==> config.mk <==
export PLATFORM = sky130hd
export DESIGN_NAME = freq_meter
export DESIGN_NICKNAME = d
export VERILOG_FILES = /design/src/rtl/freq_meter_pkg.sv /design/src/rtl/bin2bcd_seq.sv /design/src/rtl/sync_edge.sv /design/src/rtl/freq_meter.sv
export SDC_FILE = /design/constraint.sdc
export NUM_CORES = 1
export LEC_CHECK = 0
export CAP_MARGIN = 25
export CORE_MARGIN = 1.5
export CORE_UTILIZATION = 57
export CTS_CLUSTER_DIAMETER = 80
export DETAILED_ROUTE_END_ITERATION = 8
export PLACE_DENSITY = 0.82
export SYNTH_ARGS = -nofsm -noshare
export SYNTH_HDL_FRONTEND = slang
export SYNTH_SLANG_ARGS = --single-unit
==> constraint.sdc <==
create_clock -name clkin -period 3.8 [get_ports clkin]
set_input_delay 0.76 -clock clkin [delete_from_list [all_inputs] [get_ports clkin]]
set_output_delay 0.76 -clock clkin [all_outputs]
set_load 0.02 [all_outputs]
==> src/rtl/freq_meter_pkg.sv <==
// Shared types and constants for the frequency meter.
package freq_meter_pkg;

    typedef enum logic {IDLE, MEASURE} state_t;

    localparam int unsigned CLK_HZ_DEF = 50000000;
    localparam int unsigned CNT_W_DEF  = 32;

    function automatic int unsigned gate_cyc(input int unsigned clk_hz, input int unsigned gate_hz);
        return clk_hz / gate_hz;
    endfunction

endpackage

==> src/rtl/bin2bcd_seq.sv <==
// Sequential double-dabble, one shift per cycle; present only with BCD_OUT_EN.
`ifdef BCD_OUT_EN
module bin2bcd_seq #(
    parameter int unsigned W = 32
) (
    input  logic         clk,
    input  logic         rst,
    input  logic         start,
    input  logic [W-1:0] bin,
    output logic [39:0]  bcd,
    output logic         done
);

    localparam int unsigned LW = $clog2(W + 1);

    logic [W-1:0]  sr;
    logic [39:0]   acc;
    logic [39:0]   adj;
    logic [LW-1:0] left;
    logic          active;

    always_comb begin
        adj = acc;
        for (int unsigned i = 0; i < 10; i++) begin
            if (acc[4*i +: 4] >= 4'd5)
                adj[4*i +: 4] = acc[4*i +: 4] + 4'd3;
        end
    end

    // A start during a conversion simply reloads, restarting with the new value.
    always_ff @(posedge clk) begin
        if (rst) begin
            sr     <= '0;
            acc    <= '0;
            left   <= '0;
            active <= 1'b0;
            bcd    <= '0;
            done   <= 1'b0;
        end else begin
            done <= 1'b0;
            if (start) begin
                sr     <= bin;
                acc    <= '0;
                left   <= LW'(W);
                active <= 1'b1;
            end else if (active) begin
                acc  <= {adj[38:0], sr[W-1]};
                sr   <= sr << 1;
                left <= left - 1'b1;
                if (left == LW'(1)) begin
                    bcd    <= {adj[38:0], sr[W-1]};
                    done   <= 1'b1;
                    active <= 1'b0;
                end
            end
        end
    end

endmodule
`endif

==> src/rtl/sync_edge.sv <==
// Two-flop synchronizer plus a third flop; rise pulses for one cycle per rising edge.
module sync_edge (
    input  logic clk,
    input  logic rst,
    input  logic sig,
    output logic rise
);

    logic s1, s2, s3;

    always_ff @(posedge clk) begin
        if (rst) begin
            s1 <= 1'b0;
            s2 <= 1'b0;
            s3 <= 1'b0;
        end else begin
            s1 <= sig;
            s2 <= s1;
            s3 <= s2;
        end
    end

    assign rise = s2 & ~s3;

endmodule

==> src/rtl/freq_meter.sv <==
// Counts sig_in rising edges over a CLK_HZ/GATE_HZ-cycle gate window.
// Optional BCD_OUT_EN adds a BCD copy of the result (freq_bcd, bcd_valid).
module freq_meter
    import freq_meter_pkg::*;
#(
    parameter int unsigned CLK_HZ  = CLK_HZ_DEF,
    parameter int unsigned GATE_HZ = 1,
    parameter int unsigned CNT_W   = CNT_W_DEF
) (
    input  logic             clkin,
    input  logic             rst,
    input  logic             en,
    input  logic             sig_in,
    output logic [CNT_W-1:0] freq,
    output logic             valid,
    output logic             busy,
    output logic             ovf
`ifdef BCD_OUT_EN
    ,
    output logic [39:0]      freq_bcd,
    output logic             bcd_valid
`endif
);

    localparam int unsigned GATE_CYC = gate_cyc(CLK_HZ, GATE_HZ);
    localparam int unsigned GATE_W   = (GATE_CYC > 1) ? $clog2(GATE_CYC) : 1;
    localparam logic [GATE_W-1:0] GATE_LAST = GATE_W'(GATE_CYC - 1);

    state_t            state;
    logic [GATE_W-1:0] gate;
    logic [CNT_W-1:0]  cnt;
    logic [CNT_W-1:0]  cnt_next;
    logic              sat;
    logic              sat_next;
    logic              rise;

    sync_edge u_sync (
        .clk  (clkin),
        .rst  (rst),
        .sig  (sig_in),
        .rise (rise)
    );

    always_comb begin
        cnt_next = cnt;
        if (rise && (cnt != '1))
            cnt_next = cnt + 1'b1;
        sat_next = sat | (cnt_next == '1);
    end

    // The terminal gate cycle wins over en=0 so a finished window is always published.
    always_ff @(posedge clkin) begin
        if (rst) begin
            state <= IDLE;
            gate  <= '0;
            cnt   <= '0;
            sat   <= 1'b0;
            freq  <= '0;
            ovf   <= 1'b0;
            valid <= 1'b0;
            busy  <= 1'b0;
        end else begin
            valid <= 1'b0;
            case (state)
                IDLE: begin
                    gate <= '0;
                    cnt  <= '0;
                    sat  <= 1'b0;
                    if (en) begin
                        state <= MEASURE;
                        busy  <= 1'b1;
                    end
                end
                MEASURE: begin
                    if (gate == GATE_LAST) begin
                        freq  <= cnt_next;
                        ovf   <= sat_next;
                        valid <= 1'b1;
                        gate  <= '0;
                        cnt   <= '0;
                        sat   <= 1'b0;
                        if (!en) begin
                            state <= IDLE;
                            busy  <= 1'b0;
                        end
                    end else if (!en) begin
                        state <= IDLE;
                        busy  <= 1'b0;
                        gate  <= '0;
                        cnt   <= '0;
                        sat   <= 1'b0;
                    end else begin
                        gate <= gate + 1'b1;
                        cnt  <= cnt_next;
                        sat  <= sat_next;
                    end
                end
            endcase
        end
    end

`ifdef BCD_OUT_EN
    bin2bcd_seq #(.W(CNT_W)) u_bcd (
        .clk   (clkin),
        .rst   (rst),
        .start (valid),
        .bin   (freq),
        .bcd   (freq_bcd),
        .done  (bcd_valid)
    );
`endif

endmodule

==> flow_summary_export.csv, run 1 <==
group,metric,value,unit
global_routing,grt_max_degree,41,
yosys,synth_edf_count,0,
detailed_routing,drt_pass1_iterations,5,
global_routing,grt_remaining_overflow,0,
clock_tree,postCtsSetupRepairBufs,0,
clock_tree,clock_sinks,98,
sta,setup_viol,0,
clock_tree,hold_buffers,0,
setup_path,worstRegToRegCells,9,
detailed_routing,vias_per_cell,5.76,
yosys,synth_cells,514,
power,p_per_area,356,nW/um^2
yosys,async_reset_ff_share,0,%
yosys,ys_ff_latch,98,
clock_tree,cts_tree,"yes",
global_routing,grt_usage,24.3,%
hold_path,hp-class,"reg -> reg",
detailed_routing,wl_per_cell,14.4,um
setup_path,end_kind,"flop",
sta,fmax,308,MHz
yosys,yosys.area.top_type,"dfxtp_1",
floorplan,die_y,90.3,um
clock_tree,path_clk_slew,0.09,ns
setup_path,crit_fanout,11,
layout,nets,550,
layout,area_growth_syn_to_layout,15.0,%
detailed_routing,ant_nets,0,
sta,hold_ws,0.449,ns
sta,setup_tns,0,ns
place,place_area,4770,sq um
place,dp.cells,631,
floorplan,die_w,90.3,um
floorplan,io_pins,39,
yosys,yosysUniqueCellTypes,50,
sta,clock_skew,0.0126,ns
floorplan,initial_core_util,59.3,%
sta,tightest_slew,0.999,ns
yosys,yosysSeqAreaShare,45.2,%
layout,fin_area,5000,sq um
floorplan,rows,31,
clock_tree,h-tree-depth,3,
yosys,synthFlopType,"dfxtp_1",
global_routing,first_global_vias,3518,
yosys,syn_avg_cell_area,8.45,sq um
detailed_routing,first_iter_violations,342,
setup_path,cp.arrival,3.52,ns
sta,drv_slew,0,
global_routing,antenna_found_initial,0,
detailed_routing,routed_wl,9340,um
clock_tree,clk_latency,0.36,ns
floorplan,fp.coreArea,7330,sq um
yosys,netlist.area_leader.share,45.2,%
sta,maxSlewHeadroom,33.1,%
setup_path,regToRegStartpoint,"cnt[1]",
run,cap_violations,0,
setup_path,rrSetupSlack,0.55,ns
sta,rsz0062_at_grt,"false",
sta,layout_min_cycle_time,3.25,ns
yosys,synth_nets,521,
clock_tree,clock_path_buffers,2,
clock_tree,cts_resized,0,
yosys,yosys_warnings,0,
yosys,syn_area,4340,sq um
sta,final_hold_viol_count,0,
place,pre_cts_ws,0.696,ns
layout,layout-drive-gt1-share,6.75,%
detailed_routing,post-route-drc-count,0,
sta,finalWorstSetupSlack,0.551,ns
setup_path,rr_endpoint,"ovf",
floorplan,die_area,8150,sq um
power,ir_worst_vdd,0.195,mV
detailed_routing,num_vias,3729,
layout,fin_cells,647,
place,gp_congestion,0.958,
clock_tree,cts_made_buffers,9,
setup_path,crit_path_start_kind,"flop",
layout,n_antenna_cell,0,
place,io_buffers,38,
setup_path,crit_type,"reg -> reg",
setup_path,required,4.07,ns
global_routing,grt_pass1_wl,16200,um
yosys,yosys-top-cells-area,"dfxtp_1 45%, nor2_1 7.8%, xor2_1 5.6%",
hold_path,min-delay-start,"u_sync.s1",
place,dp_hpwl,6580,um
power,p_leak,1.59,nW
sta,finalCritPeriodShare,85.5,%
run_status,status,"finished clean",
hold_path,worstHoldPathCells,1,
clock_tree,root_buffer,"clkbuf_8",
hold_path,hold_path_end,"u_sync.s2",
-- per-layer routing --
layer,global-route usage (%),up-vias,wire [um]
met3,5.13,30,638
met4,11.6,0,263
met2,36.7,147,3960
li1,-,1836,-
met5,0,-,0
met1,33.2,1716,4470
-- Yosys cell counts (4+ instances only) --
master	instances
clkbuf_1	17
nand2_1	54
and2_1	4
or3_1	9
nor3_1	7
and4_1	4
and3_1	5
dfxtp_1	98
xnor2_1	15
xor2_1	28
nor2b_1	22
nand3_1	24
nor2_1	90
inv_1	8
o21ai_0	14
a21oi_1	33
nand2b_1	4
nand4_1	21
nor4_1	7
-- registers in the layout, indices dropped and copies added (netlist names) --
register and flops:
busy 1, cnt 32, freq 32, gate 26, ovf 1, sat 1, state 1, u_sync.s1 1
u_sync.s2 1, u_sync.s3 1, valid 1
-- worst max-delay path, cell delays in order, from the launching register on --
cell,delay [ns]
dfxtp_1,0.43
ha_1,0.30
nand3_4,0.16
nor4_4,0.53
a31oi_1,0.46
xor2_1,0.37
a2bb2oi_1,0.11
nor4_1,0.34
nand4_1,0.18
a311oi_1,0.28
-- logic make-up (layout without fill, tap and decap cells) --
logic type	after synthesis	in the layout	share of synthesized area (%)
adders and majority gates	3	3	0.864
DFF	98	98	45.2
AOI/OAI and AO/OA	65	65	9.30
buffers and inverters	31	65	2.94
xor gates and xnor gates	43	43	8.67
and+or+nand+nor	273	273	32.8
muxes	1	1	0.230
-- power breakdown --
group	switching (mW)	internal, mW
Combinational	0.0197	0.00979
Sequential	0.00232	1.03
Clock	0.338	0.378
Total	0.360	1.42
-- metrics by stage --
step,util [%],total power [mW]
after floorplan,-,1.07
after global placement,65.1,1.08
after detailed placement,65.1,1.08
after CTS,68.2,1.80
after global routing,68.2,1.84
final,68.2,1.78
-- layout by cell type (no fill, tap or decap), types with 14 or more instances in the layout --
master           synthesis  final
clkdlybuf4s50_1          0     38
dfxtp_1                 98     98
nand3_1                 24     24
xnor2_1                 15     15
nand2_1                 54     54
xor2_1                  28     28
a21oi_1                 33     33
nand4_1                 21     21
nor2_1                  90     90
nor2b_1                 22     22
o21ai_0                 14     14
-- layout make-up --
class	count	area, sq um
clock buffer	13	179
tap	99	124
timing repair buffer	41	403
multi-input combinational	385	2250
fill	565	2330
clock inverter	3	43.8
inverter	8	30.0
sequential	98	1960
-- how the worst max path moves through the flow --
stage	endpoint	slack, ns	cells after the start	startpoint
global placement	ovf	0.83	9	cnt[0]
CTS	ovf	0.65	9	cnt[0]
detailed placement	ovf	0.70	9	cnt[0]
global route	sat	0.32	9	cnt[0]
floorplan	ovf	1.09	9	cnt[0]
finish	ovf	0.55	9	cnt[1]
(Power assumes the default switching activity.)
==> run 2, diff against run 1 <==
--- a/config.mk
+++ b/config.mk
@@ -11,6 +11,7 @@
 export CTS_CLUSTER_DIAMETER = 80
 export DETAILED_ROUTE_END_ITERATION = 8
 export PLACE_DENSITY = 0.82
+export SLEW_MARGIN = 20
 export SYNTH_ARGS = -nofsm -noshare
 export SYNTH_HDL_FRONTEND = slang
 export SYNTH_SLANG_ARGS = --single-unit
==> results of run 2 <==
Final layout, timing and power as in run 1 (identical DEF).
==> run 3, diff against run 2 <==
--- a/config.mk
+++ b/config.mk
@@ -8,9 +8,11 @@
 export CAP_MARGIN = 25
 export CORE_MARGIN = 1.5
 export CORE_UTILIZATION = 57
-export CTS_CLUSTER_DIAMETER = 80
+export CTS_CLUSTER_DIAMETER = 200
+export CTS_CLUSTER_SIZE = 24
 export DETAILED_ROUTE_END_ITERATION = 8
 export PLACE_DENSITY = 0.82
+export SETUP_SLACK_MARGIN = 0.2
 export SLEW_MARGIN = 20
 export SYNTH_ARGS = -nofsm -noshare
 export SYNTH_HDL_FRONTEND = slang
==> results of run 3 <==
Final layout, timing and power as in run 1 (identical DEF).
